## src/rtl/stopwatch_ctrl_if.sv

```systemverilog
// Digit and control bundle between stopwatch_ctrl, the Enhanced_Stopwatch datapath and LED_mux.
// The master is the controller; the slave is the datapath/display side.
interface stopwatch_ctrl_if;
    logic [4:0] in0, in1, in2, in3, in4, in5;
    logic [4:0] out0, out1, out2, out3, out4, out5;
    logic       go;
    logic       up;
    logic       clr;

    modport master (
        input  in0, in1, in2, in3, in4, in5,
        output out0, out1, out2, out3, out4, out5,
        output go, up, clr
    );

    modport slave (
        output in0, in1, in2, in3, in4, in5,
        input  out0, out1, out2, out3, out4, out5,
        input  go, up, clr
    );
endinterface

```

## src/rtl/stopwatch_ctrl.sv

```systemverilog
// Front-panel control for the stopwatch: button debouncing, run/pause/lap FSM,
// lap buffer with recall, and the live/lap select on the digits sent to LED_mux.
module stopwatch_ctrl #(
    parameter int DB_CYCLES   = 1_000_000,
    parameter int HOLD_CYCLES = 150_000_000,
    parameter int LAP_DEPTH   = 4
) (
    input  logic                       clk,
    input  logic                       rst_n,
    input  logic                       btn_start,
    input  logic                       btn_lap,
    input  logic                       btn_clr,
    input  logic                       sw_up,
    stopwatch_ctrl_if.master           bus,
    output logic [1:0]                 state,
    output logic [$clog2(LAP_DEPTH):0] lap_cnt,
    output logic                       disp_lap
);
    localparam int PW = $clog2(LAP_DEPTH);
    localparam int LW = PW + 1;
    localparam int CW = $clog2(DB_CYCLES + 1);
    localparam int TW = $clog2(HOLD_CYCLES + 1);

    localparam logic [CW-1:0] DB_LAST   = CW'(DB_CYCLES - 1);
    localparam logic [TW-1:0] HOLD_LAST = TW'(HOLD_CYCLES - 1);
    localparam logic [LW-1:0] CNT_MAX   = LW'(LAP_DEPTH);

    localparam logic [1:0] S_IDLE  = 2'b00;
    localparam logic [1:0] S_RUN   = 2'b01;
    localparam logic [1:0] S_PAUSE = 2'b10;
    localparam logic [1:0] S_LAP   = 2'b11;

    // Bit order: 0 start, 1 lap, 2 clr, 3 direction switch.
    logic [3:0]    raw, sync1, sync2, db;
    logic [CW-1:0] db_cnt [4];
    logic [2:0]    rise, ev;

    assign raw = {sw_up, btn_clr, btn_lap, btn_start};

    always_comb begin
        // NOTE: every always_comb output gets a default first so no path can infer a latch.
        rise = '0;
        for (int i = 0; i < 3; i++)
            rise[i] = sync2[i] && !db[i] && (db_cnt[i] == DB_LAST);
    end

    always_ff @(posedge clk or negedge rst_n) begin
        if (!rst_n) begin
            sync1 <= '0;
            sync2 <= '0;
            db    <= '0;
            ev    <= '0;
            for (int i = 0; i < 4; i++) db_cnt[i] <= '0;
        end else begin
            // NOTE: sequential state uses non-blocking assignments so every register samples pre-edge values.
            sync1 <= raw;
            sync2 <= sync1;
            ev    <= rise;
            for (int i = 0; i < 4; i++) begin
                if (sync2[i] != db[i]) begin
                    if (db_cnt[i] == DB_LAST) begin
                        db[i]     <= sync2[i];
                        db_cnt[i] <= '0;
                    end else begin
                        db_cnt[i] <= db_cnt[i] + CW'(1);
                    end
                end else begin
                    db_cnt[i] <= '0;
                end
            end
        end
    end

    // Coincident presses resolve clr > start > lap; the losers are dropped.
    logic e_clr, e_start, e_lap, capture;
    logic [PW-1:0] wr_ptr, rd_off, rd_idx;
    logic [TW-1:0] hold_cnt;
    logic          up_q, clr_q;
    logic [29:0]   lap_buf [LAP_DEPTH];
    logic [29:0]   live, out_q;

    always_comb begin
        e_clr   = ev[2];
        e_start = ev[0] && !ev[2];
        e_lap   = ev[1] && !ev[0] && !ev[2];
        capture = e_lap && (state == S_RUN || state == S_LAP);
        rd_idx  = wr_ptr - rd_off - PW'(1);
        live    = {bus.in5, bus.in4, bus.in3, bus.in2, bus.in1, bus.in0};
    end

    always_ff @(posedge clk or negedge rst_n) begin
        if (!rst_n) begin
            state    <= S_IDLE;
            up_q     <= 1'b0;
            clr_q    <= 1'b0;
            lap_cnt  <= '0;
            disp_lap <= 1'b0;
            wr_ptr   <= '0;
            rd_off   <= '0;
            hold_cnt <= '0;
        end else begin
            clr_q <= 1'b0;
            if (capture) begin
                wr_ptr   <= wr_ptr + PW'(1);
                rd_off   <= '0;
                hold_cnt <= HOLD_LAST;
                if (lap_cnt != CNT_MAX) lap_cnt <= lap_cnt + LW'(1);
            end
            case (state)
                S_IDLE: begin
                    up_q <= db[3];
                    if (e_clr) begin
                        clr_q   <= 1'b1;
                        lap_cnt <= '0;
                    end else if (e_start) begin
                        state <= S_RUN;
                    end
                end
                S_RUN: begin
                    if (e_start) begin
                        state <= S_PAUSE;
                    end else if (e_lap) begin
                        state    <= S_LAP;
                        disp_lap <= 1'b1;
                    end
                end
                S_LAP: begin
                    if (e_start) begin
                        state    <= S_PAUSE;
                        disp_lap <= 1'b0;
                    end else if (!e_lap) begin
                        if (hold_cnt == '0) begin
                            state    <= S_RUN;
                            disp_lap <= 1'b0;
                        end else begin
                            hold_cnt <= hold_cnt - TW'(1);
                        end
                    end
                end
                default: begin
                    if (e_clr) begin
                        state    <= S_IDLE;
                        clr_q    <= 1'b1;
                        lap_cnt  <= '0;
                        wr_ptr   <= '0;
                        disp_lap <= 1'b0;
                    end else if (e_start) begin
                        state    <= S_RUN;
                        disp_lap <= 1'b0;
                    end else if (e_lap && lap_cnt != '0) begin
                        // Recall walks back from the newest entry, wrapping over the valid ones.
                        disp_lap <= 1'b1;
                        if (!disp_lap || (LW'(rd_off) + LW'(1) == lap_cnt))
                            rd_off <= '0;
                        else
                            rd_off <= rd_off + PW'(1);
                    end
                end
            endcase
        end
    end

    // NOTE: the lap buffer has no reset; entries are only read once lap_cnt marks them valid.
    always_ff @(posedge clk) begin
        if (capture) lap_buf[wr_ptr] <= live;
    end

    always_ff @(posedge clk or negedge rst_n) begin
        if (!rst_n) out_q <= '0;
        else        out_q <= disp_lap ? lap_buf[rd_idx] : live;
    end

    assign bus.go   = state[0];
    assign bus.up   = up_q;
    assign bus.clr  = clr_q;
    assign bus.out0 = out_q[4:0];
    assign bus.out1 = out_q[9:5];
    assign bus.out2 = out_q[14:10];
    assign bus.out3 = out_q[19:15];
    assign bus.out4 = out_q[24:20];
    assign bus.out5 = out_q[29:25];
endmodule

```

## src/flat_wrapper.sv

```systemverilog
// flat-port wrapper written by rule: the top's interface ports become plain ports
module stopwatch_ctrl_flat 
#(
    parameter int DB_CYCLES   = 1_000_000,
    parameter int HOLD_CYCLES = 150_000_000,
    parameter int LAP_DEPTH   = 4
)
  (clk, rst_n, btn_start, btn_lap, btn_clr, sw_up, state, lap_cnt, disp_lap, bus_in0, bus_in1, bus_in2, bus_in3, bus_in4, bus_in5, bus_out0, bus_out1, bus_out2, bus_out3, bus_out4, bus_out5, bus_go, bus_up, bus_clr);
  stopwatch_ctrl_if bus_i ();
  input  logic clk;
  input  logic rst_n;
  input  logic btn_start;
  input  logic btn_lap;
  input  logic btn_clr;
  input  logic sw_up;
  output logic [1:0] state;
  output logic [$clog2(LAP_DEPTH):0] lap_cnt;
  output logic disp_lap;
  input wire logic [$bits(bus_i.in0)-1:0] bus_in0;
  input wire logic [$bits(bus_i.in1)-1:0] bus_in1;
  input wire logic [$bits(bus_i.in2)-1:0] bus_in2;
  input wire logic [$bits(bus_i.in3)-1:0] bus_in3;
  input wire logic [$bits(bus_i.in4)-1:0] bus_in4;
  input wire logic [$bits(bus_i.in5)-1:0] bus_in5;
  output wire logic [$bits(bus_i.out0)-1:0] bus_out0;
  output wire logic [$bits(bus_i.out1)-1:0] bus_out1;
  output wire logic [$bits(bus_i.out2)-1:0] bus_out2;
  output wire logic [$bits(bus_i.out3)-1:0] bus_out3;
  output wire logic [$bits(bus_i.out4)-1:0] bus_out4;
  output wire logic [$bits(bus_i.out5)-1:0] bus_out5;
  output wire logic [$bits(bus_i.go)-1:0] bus_go;
  output wire logic [$bits(bus_i.up)-1:0] bus_up;
  output wire logic [$bits(bus_i.clr)-1:0] bus_clr;
  assign bus_i.in0 = bus_in0;
  assign bus_i.in1 = bus_in1;
  assign bus_i.in2 = bus_in2;
  assign bus_i.in3 = bus_in3;
  assign bus_i.in4 = bus_in4;
  assign bus_i.in5 = bus_in5;
  assign bus_out0 = bus_i.out0;
  assign bus_out1 = bus_i.out1;
  assign bus_out2 = bus_i.out2;
  assign bus_out3 = bus_i.out3;
  assign bus_out4 = bus_i.out4;
  assign bus_out5 = bus_i.out5;
  assign bus_go = bus_i.go;
  assign bus_up = bus_i.up;
  assign bus_clr = bus_i.clr;
  stopwatch_ctrl #(.DB_CYCLES(DB_CYCLES), .HOLD_CYCLES(HOLD_CYCLES), .LAP_DEPTH(LAP_DEPTH)) u_core (.clk(clk), .rst_n(rst_n), .btn_start(btn_start), .btn_lap(btn_lap), .btn_clr(btn_clr), .sw_up(sw_up), .bus(bus_i), .state(state), .lap_cnt(lap_cnt), .disp_lap(disp_lap));
endmodule
```

## config.mk

```make
export PLATFORM = sky130hd
export DESIGN_NAME = stopwatch_ctrl_flat
export DESIGN_NICKNAME = d
export VERILOG_FILES = /design/src/rtl/stopwatch_ctrl_if.sv /design/src/rtl/stopwatch_ctrl.sv /design/src/flat_wrapper.sv
export SDC_FILE = /design/constraint.sdc
export NUM_CORES = 1
export LEC_CHECK = 0
export CAP_MARGIN = 10
export CORE_MARGIN = 3
export CORE_UTILIZATION = 45
export CTS_CLUSTER_DIAMETER = 50
export DETAILED_ROUTE_END_ITERATION = 7
export GPL_TIMING_DRIVEN = 0
export SLEW_MARGIN = 20
export SYNTH_ARGS = -nofsm -noshare
export SYNTH_HDL_FRONTEND = slang
export SYNTH_SLANG_ARGS = --single-unit
```

## constraint.sdc

```tcl
create_clock -name clk -period 4.9 [get_ports clk]
set_input_delay 0.98 -clock clk [delete_from_list [all_inputs] [get_ports clk]]
set_output_delay 0.98 -clock clk [all_outputs]
set_load 0.01 [all_outputs]
```

After elaboration in Yosys (flattened, before gate mapping). Memory sizes are Yosys's and may differ from the RTL's. Cells that the tools add are included.

Word-level logic and storage cells: 131. Memories: 1. Bits in writable memories: 120. Flip-flop bits (word level): 165. Input bits: 36. Output and inout port bits: 39.

Reductions and logical operators: 31. Bitwise operators: 1. Equality and inequality tests: 18. $add $sub $neg: 11. Muxes and demuxes: 49.

Memories: u_core.lap_buf (words 4, width 30, read ports 1, clocked after memory_dff 0, write ports 1, line stopwatch_ctrl.sv:79) `logic [29:0] lap_buf [LAP_DEPTH];`.

Operators with widths (number): 2-to-1 mux 20 bit (8); 2-to-1 mux 28 bit (5); adder 20 x 1 -> 20 bit, second input constant (4); equality test 20 bit, second input constant (4); 2-to-1 mux 2 bit (17); 2-to-1 mux 30 bit (1); zero test 28 bit (1); subtractor 28 x 1 -> 28 bit, second input constant (1); 2-to-1 mux 1 bit (12); 2-to-1 mux 3 bit (4); logical AND 1 bit (11); AND reduction 2 bit (4); zero test 1 bit (6); != test 3 x 2 -> 1 bit, second input constant (2); case mux 2 bit (3 select lines) (1); AND reduction 6 bit (1); nonzero test 5 bit (1); adder 2 x 1 -> 2 bit, second input constant (2); != test 1 bit (4); != test 2 bit, second input constant (2); AND reduction 4 bit (1); adder 2 x 1 -> 3 bit, second input constant (1); adder 3 x 1 -> 3 bit, second input constant (1); equality test 3 bit (1); other kinds (14) (15).

Longest topological paths before layout. Gate-level depths: netlist of the first run.

Depth after elaboration: 9. Gate-level depth with buffers: 10. Depth with buffers taken out: 7.

Worst setup path before layout of the first run. Ideal clock, no wire load.

Path type: reg2reg. Start: register u_core.hold_cnt[16]. End: register u_core.hold_cnt[3]. Required time: 4.767 ns. Path slack: 2.437 ns. Buffers on the path: 3. Stages on the path, launching flop included: 9. Period minus slack after synthesis: 2.463 ns. Arrival: 2.329 ns. Setup time: 0.133 ns. Path through: dfrtp_1 or4_1 or4_1 buf_2 o31a_1 buf_6 buf_6 a211oi_2 a31oi_1.

Longest elaborated chain between the ends: 5.

Ends and longest elaborated chain: from (decl) (line stopwatch_ctrl.sv:77) `logic [TW-1:0] hold_cnt;`; from (signal assigned) (line stopwatch_ctrl.sv:136) `hold_cnt <= hold_cnt - TW'(1);`; zero test 28 bit (line stopwatch_ctrl.sv:132) `if (hold_cnt == '0) begin`; 2-to-1 mux 28 bit (line stopwatch_ctrl.sv:132); 2-to-1 mux 28 bit (line stopwatch_ctrl.sv:131) `end else if (!e_lap) begin`; 2-to-1 mux 28 bit (line stopwatch_ctrl.sv:128) `if (e_start) begin`; 2-to-1 mux 28 bit (line stopwatch_ctrl.sv:109) `case (state)`.

No other way between the ends. A chain may end at the register's enable or synchronous reset.

Worst setup path after layout of the first run.
Start: register u_core.hold_cnt[19]. End: register u_core.hold_cnt[12].

Same word-level chain as after synthesis.

==> out/results.ini, run 1 <==
[logic_synthesis]
synth_edf_count=120
synth_compound_area_share_pct=3.154
ys_ff_latch=285
synthMuxAreaShare_pct=9.731
yosysWarnings=0
syn_area_um2=12020
yosysUniqueCellTypes=53
synthFlopType=dfrtp_1
seq_area_frac_synth_pct=64.32
synthAdderAreaFrac_pct=1.769
synth_cells=879
syn-num-nets=932
syn_area_per_cell_um2=13.68
synthXorXnorAreaFrac_pct=5.901
yosys.area_share.simple_pct=13.24
async_flop_share_pct=57.89
synth_top_family_by_area=simple AND/OR/NAND/NOR gates

[global_route]
overflow=0
grt_usage_pct=16.31
grt_max_degree=92
grt_pass1_wl_um=38030
grt_pass1_vias=7341
antenna_found_initial=0

[sta]
setup_violations=0
rsz0062_at_grt=no
clock_skew_ns=0.01810
maxSlewViolCount=0
fin_crit_sh_pct=55.32
finalWorstPathRequiredPeriod_ns=2.711
fmax_mhz=368.9
hold_violations=0
worst_pin_slew_ns=0.8701
slew_headroom_pct=41.99
fin_ws_ns=2.189

[routing]
wl_per_cell_um=16.63
drt-pass1-iter-count=4
wl_um=22540
detail_route.iter0.violations=442
ant_nets=0
via_count=7170
drc_errors=0
vias_per_cell=5.292

[floorplan]
die_w_um=169.4
fp.coreArea_um2=26130
dieHeight_um=169.4
dieArea_um2=28710
pin_count=75
start_util_pct=46.00
rows=59

[cts]
post_cts_buffers=0
cts_max_path_buffers=3
cts_hold_buf=0
cts_inserted_buffers=35
clk_latency_ns=0.50
cts_resized=0
h-tree-depth=2
clock_sinks=285
tritoncts=built
clk_pin_slew_ns=0.06
cts_root_buf=clkbuf_16

[layout]
area_growth_pct=20.37
final_cell_mix=dfrtp_1, edfxtp_1, nor2_1
final_common_cell=dfrtp_1
drive_above_1_share_pct=14.41
n_antenna_cell=0
fin_cells=1355
nNetsFinal=1048

[worst_setup_path]
critPathMaxFanout=7
rr_worst_depth=6
startpoint_type=register
r2r_start=u_core.hold_cnt[19]
rrSetupSlack_ns=2.19
startpoint=u_core.hold_cnt[19]
worst-setup-path-type=register to register
crit_path_end_kind=register
timing.rr.end=u_core.hold_cnt[12]
worstPathRequired_ns=5.33
cp-endpoint=u_core.hold_cnt[12]
critPathArrivalTime_ns=3.14

[worst_hold_path]
min_path_type=register to register

[power]
irDropWorstVdd_uv=224.2
p_leak_nw=5.681
power.density_nw_per_um2=360.7

[place]
portBuffers=74
dp.cells=1293
hpwl_um=14390
place_congestion=0.7737
place_ws_ns=2.229

[status]
status=completed

[job]
maxCapViolations=0

==> critical path, stage by stage, from the launching register on <==
cell and delay [ns]:
dfrtp_1 0.43, or4_1 0.57, or4_1 0.55, buf_2 0.17
o211ai_1 0.51, or3_1 0.21, mux2i_1 0.19
==> where the power goes <==
| part | internal (W) | switching [W] | leakage [nW] |
|---|---|---|---|
| logic | 0.0000685 | 0.0000800 | 1.83 |
| registers | 0.00252 | 0.0000139 | 3.29 |
| clock network | 0.00158 | 0.000959 | 0.563 |
==> metrics by stage <==
step	power, W	area [um^2]	utilization, %	hold WS (ns)	setup TNS, ns
after detailed placement	0.002729	13310	50.95	0.3410	0
after CTS	0.005309	14470	55.37	0.3537	0
after global placement	0.002725	13180	50.44	0.3332	-736.88
after floorplan	0.002616	12020	-	0.3312	0
after global routing	0.005418	14470	55.37	0.3634	0
final	0.005219	14470	55.37	0.3518	0
==> how the worst min path moves through the flow <==
| stage | start | to | slack (ns) | depth (start not counted) |
|---|---|---|---|---|
| 2_1_floorplan | u_core.sync1[0] | u_core.sync2[0] | 0.33 | 0 |
| 3_3_place_gp | u_core.sync1[2] | u_core.sync2[2] | 0.33 | 0 |
| 3_5_place_dp | u_core.sync1[0] | u_core.sync2[0] | 0.34 | 0 |
| 4_1_cts | u_core.sync1[3] | u_core.sync2[3] | 0.35 | 0 |
| 5_1_grt | u_core.sync1[3] | u_core.sync2[3] | 0.36 | 0 |
| 6_report | u_core.sync1[2] | u_core.sync2[2] | 0.35 | 0 |
==> per-layer routing <==
layer	GRT usage [%]	up-vias	share of wire (%)
li1	-	3434	-
met1	23.10	3578	48
met2	26.31	118	47
met3	2.702	40	3.6
met4	4.801	0	1.8
met5	0	-	0
==> cell families (layout without fill, tap and decap cells) <==
family / Yosys count / count (layout)
compound gates: 52 / 52
mux: 75 / 75
fa+ha+maj: 17 / 17
xor+xnor: 81 / 81
simple gates: 314 / 314
buf+inv: 55 / 196
flops: 285 / 285
==> layout make-up <==
cell class | count | area, um^2
clock inverter | 18 | 215.2
buffer | 33 | 143.9
fill | 2175 | 11660
timing repair buffer | 79 | 868.3
inverter | 22 | 82.58
tap | 335 | 419.2
sequential | 285 | 7732
multi-input combinational | 539 | 4068
clock buffer | 44 | 940.9
==> sequential cells by signal (all words and copies together) (netlist names), 2 cells and up <==
name             flops
u_core.out_q        30
u_core.hold_cnt     28
u_core.lap_cnt       3
u_core.ev            3
u_core.wr_ptr        2
u_core.rd_off        2
u_core.state         2
u_core.db            4
u_core.lap_buf     120
u_core.db_cnt       80
u_core.sync1         4
u_core.sync2         4
==> synth_stat cells (6+ instances only) <==
| library cell | instances | area share [%] |
|---|---|---|
| a21oi_1 | 11 | 0.46 |
| and2_1 | 7 | 0.36 |
| and3_1 | 13 | 0.68 |
| and4_1 | 6 | 0.44 |
| clkbuf_1 | 25 | 0.78 |
| dfrtp_1 | 165 | 34 |
| edfxtp_1 | 120 | 30 |
| ha_1 | 17 | 1.8 |
| inv_1 | 22 | 0.69 |
| mux2_2 | 35 | 3.3 |
| mux2i_1 | 10 | 0.83 |
| mux4_2 | 30 | 5.6 |
| nand2_1 | 36 | 1.1 |
| nand3_1 | 39 | 1.6 |
| nand4_1 | 14 | 0.73 |
| nor2_1 | 115 | 3.6 |
| nor2b_1 | 6 | 0.31 |
| nor3_1 | 13 | 0.54 |
| nor4_1 | 19 | 0.99 |
| nor4b_1 | 7 | 0.51 |
| o31ai_1 | 10 | 0.62 |
| or2_2 | 9 | 0.47 |
| or3_1 | 8 | 0.42 |
| xnor2_1 | 41 | 3.0 |
| xor2_1 | 40 | 2.9 |
No activity file was read; power rests on OpenSTA's default activity.
==> inputs of run 2 (changes only) <==
PLACE_DENSITY = 0.66   (was default)
clock period = 2.2 ns   (was 4.9 ns; I/O delays follow)
==> run 2 against run 1 <==
The flow now finishes with violations (negative setup slack). Sequential share of layout area down 0.85 points. Via count is 0.50% higher. Critical path depth is the same. Clock power rose by 110%. Design area rose by 1.7%. Global-route usage down 0.11 points. Setup slack got worse by 2.4 ns. First-iteration DRC count down 10%. Clock skew is 0.0065 ns lower. Die area unchanged. Critical path type unchanged. Largest cell class unchanged. Largest power group is now sequential cells.
==> out/results.ini, run 2 (same netlist as run 1, synthesis figures left out) <==
[status]
status=complete, but fails checks
violations=negative setup slack

[place]
portBuffers=74  ; unchanged
place_congestion=0.7685  ; -0.67%
hpwl_um=14130  ; -1.8%
place_ws_ns=-0.4317  ; -2.661 ns
placed_cell_area_um2=13320  ; about the same

[power]
irDropWorstVdd_uv=484.8  ; +120%
p_leak_nw=5.791  ; +1.9%
power.density_nw_per_um2=774.9  ; +110%

[layout]
final_common_cell=dfrtp_1
drive_above_1_share_pct=19.20  ; +4.8 points
nNetsFinal=1059  ; +1.0%
final_cell_mix=dfrtp_1, edfxtp_1, nor2_1
final_area_um2=14710  ; +1.7%
area_growth_pct=22.38
n_antenna_cell=0  ; unchanged
largest_reg_flops=120  ; unchanged
top_regs=u_core.lap_buf (120), u_core.db_cnt (80), u_core.out_q (30)
regMostFlops=u_core.lap_buf

[worst_setup_path]
rrSetupSlack_ns=-0.19  ; -2.37 ns
crit_path_end_kind=register
critPathMaxFanout=9  ; +2
r2r_start=u_core.hold_cnt[17]
startpoint_type=register
worstPathRequired_ns=2.55  ; -2.78 ns
critPathArrivalTime_ns=2.73  ; -0.41 ns
rr_worst_depth=6  ; unchanged
worst-setup-path-type=register to register
timing.rr.end=u_core.hold_cnt[4]

[sta]
fin_setup_tns_ns=-2.348  ; -2.348 ns
fin_crit_sh_pct=108.4  ; +53 points
worst_pin_slew_ns=0.7189  ; -0.1513 ns
maxSlewViolCount=0  ; unchanged
clock_skew_ns=0.01155  ; -0.006549 ns
rsz0062_at_grt=yes
finalWorstPathRequiredPeriod_ns=2.385  ; -0.3252 ns
setup_violations=22  ; +22
hold_ws_ns=0.3478  ; -0.004001 ns
fin_ws_ns=-0.1854  ; -2.375 ns
fmax_mhz=419.2  ; +14%
hold_violations=0  ; unchanged
slew_headroom_pct=51.63  ; +9.6 points

[worst_hold_path]
whs_path_depth=0  ; unchanged
min_path_type=register to register
whs_endpoint=u_core.sync2[0]
min_from=u_core.sync1[0]

[cts]
tritoncts=built
clock_sinks=285  ; unchanged
clk_pin_slew_ns=0.05  ; about the same
cts_root_buf=clkbuf_16
cts_inserted_buffers=34  ; -2.9%
h-tree-depth=2  ; unchanged
clk_latency_ns=0.50  ; about the same
cts_max_path_buffers=3  ; unchanged

[routing]
vias_per_cell=5.275  ; -0.31%
wl_um=22480  ; -0.27%
detail_route.iter0.violations=398  ; -10%
drt-pass1-iter-count=4  ; unchanged
wl_per_cell_um=16.45  ; -1.1%
drc_errors=0  ; unchanged
ant_nets=0  ; unchanged
via_count=7206  ; +0.50%

[floorplan]
rows=59  ; unchanged
start_util_pct=46.00  ; unchanged
die_w_um=169.4  ; unchanged
pin_count=75  ; unchanged
dieArea_um2=28710  ; unchanged
dieHeight_um=169.4  ; unchanged
fp.coreArea_um2=26130  ; unchanged

[global_route]
grt_pass1_wl_um=37790  ; -0.63%
overflow=0  ; unchanged
grt_pass1_vias=7372  ; +0.42%
grt_max_degree=87  ; -5.4%
grt_usage_pct=16.20  ; -0.11 points
antenna_found_initial=0  ; unchanged

[job]
maxCapViolations=0  ; unchanged

run 2: changes by cell type in the layout (fill, tap and decap cells not counted), sizes merged:
cell and delta:
bufinv -2, clkinv +2, inv -1, buf +15, clkbuf -6, dlygate4sd3 +1, clkinvlp +2
run 2: worst max-delay path by stage:
stage | start | to | slack [ns]
floorplan | u_core.hold_cnt[23] | u_core.hold_cnt[3] | -0.21
global placement | rst_n | u_core.db_cnt[69] | -6.50
detailed placement | u_core.hold_cnt[3] | u_core.hold_cnt[18] | -0.43
CTS | u_core.hold_cnt[23] | u_core.hold_cnt[3] | -0.18
global route | u_core.hold_cnt[22] | u_core.hold_cnt[3] | -0.29
finish | u_core.hold_cnt[17] | u_core.hold_cnt[4] | -0.19
run 2: routing by layer:
layer | wire (um) | vias to the layer above | GRT usage, %
met5 | 0 | - | 0
met4 | 469 | 0 | 4.801
met3 | 986 | 30 | 3.517
met2 | 10420 | 136 | 25.54
met1 | 10600 | 3580 | 22.89
li1 | - | 3460 | -
run 2: where the power goes:
group	switching (W)	total (W)	internal (W)	leakage (nW)
registers	0.0000299	0.00563	0.00560	3.28
clock network	0.00213	0.00544	0.00330	0.530
logic	0.000176	0.000330	0.000154	1.98
total	0.00234	0.0114	0.00906	5.79
run 2: timing repair:
action,CTS,global route
setup buffers,9,7
cloned,0,1
hold buffers,1,0
endpoints found under the hold margin,39,0
setup endpoints to repair,84,120
resized for setup,27,30
pin swaps,2,4
run 2: stage by stage:
step | std cells | utilization, % | power (W)
after floorplan | 879 | - | 0.005827
after global placement | 1288 | 50.50 | 0.006066
after detailed placement | 1293 | 50.95 | 0.006075
after CTS | 1359 | 55.64 | 0.01158
after global routing | 1366 | 56.30 | 0.01185
final | 1366 | 56.30 | 0.01140
run 2: area by class of cell:
type	count	area [um^2]
flip-flops and latches	285	7736
well taps	335	419.2
fillers	2122	11420
clock buffers	42	944.7
repair buffers	97	1008
plain buffers	27	155.1
inverters	22	82.58
multi-input cells	539	4204
clock inverters	19	161.4
run 2: worst max-delay path, stage by stage, from the launching register on:
cell and delay [ns]:
dfrtp_1 0.39, or4_4 0.52, or4_4 0.56, o31a_1 0.27, buf_6 0.15, a311oi_1 0.28
a41oi_1 0.07
==> inputs of run 3 (changes only) <==
CTS_CLUSTER_SIZE = 40   (was default)
==> run 3 against run 2 <==
The run still ends with negative setup slack left. Final cell count grew 0.37%. Register-to-register slack lost 0.04 ns. Combinational power is essentially flat. Critical path type unchanged. Critical endpoint is now u_core.hold_cnt[3].
==> out/results.ini, run 3 (same netlist as run 1, synthesis figures left out) <==
[status]
status=complete, but fails checks
violations=negative setup slack

[layout]
nNetsFinal=1066  ; +0.66%
top_regs=u_core.lap_buf (120), u_core.db_cnt (80), u_core.out_q (30)
n_antenna_cell=0  ; unchanged
final_common_cell=dfrtp_1
area_growth_pct=23.02
fin_cells=1371  ; +0.37%
largest_reg_flops=120  ; unchanged
regMostFlops=u_core.lap_buf
fillers=2093  ; -1.4%
final_core_util_pct=56.59  ; +0.30 points
drive_above_1_share_pct=21.53  ; +2.3 points
final_area_um2=14790  ; +0.53%
final_cell_mix=dfrtp_1, edfxtp_1, nor2_1

[floorplan]
dieArea_um2=28710  ; unchanged
pin_count=75  ; unchanged
fp.coreArea_um2=26130  ; unchanged
die_w_um=169.4  ; unchanged
start_util_pct=46.00  ; unchanged
rows=59  ; unchanged
dieHeight_um=169.4  ; unchanged

[power]
p_comb_share_pct=3.0  ; about the same
internal_power_w=0.008624  ; -4.8%
power.share.sequential_pct=50.9  ; +1.5 points
irDropWorstVdd_uv=550.9  ; +14%
clock_power_share_pct=46.1  ; -1.6 points
p_sw_w=0.002439  ; +4.3%
power.density_nw_per_um2=748.1  ; -3.5%
p_sw_share_pct=22.05  ; +1.5 points
p_leak_nw=5.831  ; +0.71%

[cts]
cts_root_buf=clkbuf_16
clk_pin_slew_ns=0.07  ; +0.02 ns
clk_latency_ns=0.55  ; +0.05 ns
tritoncts=built
h-tree-depth=1  ; -1
cts_inserted_buffers=29  ; -15%
clock_sinks=285  ; unchanged
cts_max_path_buffers=3  ; unchanged

[sta]
slew_headroom_pct=51.48  ; -0.16 points
clock_skew_ns=0.01450  ; +0.002950 ns
setup_violations=22  ; unchanged
hold_violations=0  ; unchanged
fmax_mhz=412.8  ; -1.5%
worst_pin_slew_ns=0.7212  ; +0.002314 ns
fin_setup_tns_ns=-1.828  ; +0.5200 ns
maxSlewViolCount=0  ; unchanged
fin_crit_sh_pct=110.1  ; +1.7 points
rsz0062_at_grt=yes
fin_ws_ns=-0.2222  ; -0.03686 ns
finalWorstPathRequiredPeriod_ns=2.422  ; +0.03687 ns

[worst_setup_path]
critPathBufInv=2  ; +1
cpMaxStageDelayCell=or4_4
crit_top_cell=or4_4
cpLargestDelayFamily=simple AND/OR/NAND/NOR gates
crit_path_end_kind=register
worstPathRequired_ns=2.61  ; +0.06 ns
crit_chain=or4_4 > or4_4 > o31a_1 > buf_6 > buf_8 > a211oi_4 > a31oi_2
max_stage_delay_ns=0.54  ; -0.02 ns
critPathArrivalTime_ns=2.83  ; +0.10 ns
worst-setup-path-type=register to register
startpoint_type=register
rrSetupSlack_ns=-0.22  ; -0.04 ns
critPathMaxFanout=5  ; -4

[routing]
ant_nets=0  ; unchanged
detail_route.iter0.violations=439  ; +10%
wl_um=22790  ; +1.4%
vias_per_cell=5.295  ; +0.37%
drc_errors=0  ; unchanged
wl_per_cell_um=16.62  ; +1.0%
via_count=7259  ; +0.74%
drt-pass1-iter-count=4  ; unchanged

[place]
dp.cells=1293  ; unchanged
placed_cell_area_um2=13320  ; unchanged
portBuffers=74  ; unchanged
place_congestion=0.7685  ; unchanged
hpwl_um=14130  ; unchanged
place_ws_ns=-0.4317  ; unchanged

[job]
maxCapViolations=0  ; unchanged

[global_route]
grt_max_degree=87  ; unchanged
overflow=0  ; unchanged
grt_usage_pct=16.13  ; -0.069 points
grt_pass1_vias=7353  ; -0.26%
grt_pass1_wl_um=38050  ; +0.67%
antenna_found_initial=0  ; unchanged

[worst_hold_path]
min_path_type=input pin to register

## run 3: cell types whose count changed in the layout (fill, tap and decap cells not counted), sizes merged
cell	before	now
clkinvlp	4	1
clkinv	11	9
clkbuf	63	54
inv	24	31
buf	29	41
## run 3: path summary, 6_finish.rpt
check                               startpoint                 end  depth (start not counted)
min in group asynchronous                rst_n    u_core.out_q[17]                          2
max in group asynchronous                rst_n  u_core.hold_cnt[2]                          3
setup / recovery           u_core.hold_cnt[22]  u_core.hold_cnt[3]                          7
hold / removal                           sw_up     u_core.sync1[3]                          1
setup reg to reg           u_core.hold_cnt[22]  u_core.hold_cnt[3]                          7
hold reg to reg                u_core.sync1[0]     u_core.sync2[0]                          0
## run 3: area by class of cell
cell class / count / area [um^2] / area share, %
Clock inverter: 21 / 250.2 / 1.692
Buffer: 28 / 158.9 / 1.074
Inverter: 22 / 82.58 / 0.5584
Clock buffer: 33 / 772.0 / 5.220
Multi-Input combinational cell: 539 / 4278 / 28.93
Sequential cell: 285 / 7739 / 52.33
Timing Repair Buffer: 108 / 1090 / 7.369
Tap cell: 335 / 419.2 / 2.834
## run 3: power groups by stage
stage / combinational, W / clock, W / sequential (W)
2_1_floorplan: 0.0000801 / 0 / 0.00575
3_3_place_gp: 0.000328 / 0 / 0.00574
3_5_place_dp: 0.000338 / 0 / 0.00574
4_1_cts: 0.000341 / 0.00525 / 0.00563
5_1_grt: 0.000373 / 0.00550 / 0.00563
6_report: 0.000331 / 0.00511 / 0.00563
## run 3: timing repair
item / 4_1_cts / 5_1_grt
setup buffers: 12 / 16
pin swaps: 6 / 13
gates resized for setup: 42 / 36
hold buffers: 1 / 0
endpoints found under the setup margin: 84 / 119
cloned: 2 / 0
endpoints found under the hold margin: 85 / 0
## run 3: metrics by stage
step                hold WS [ns]  power (W)
floorplan                 0.1444   0.005827
global placement          0.3326   0.006066
detailed placement        0.3379   0.006075
CTS                       0.3047    0.01122
global route              0.3180    0.01150
finish                    0.3290    0.01106
## run 3: routing by layer
metal,vias to the layer above,part of all wire [%],track usage (%)
met3,23,4.1,2.702
met4,0,1.3,3.450
met2,117,47,26.24
met5,-,0,0
met1,3638,47,23.19
li1,3481,-,-
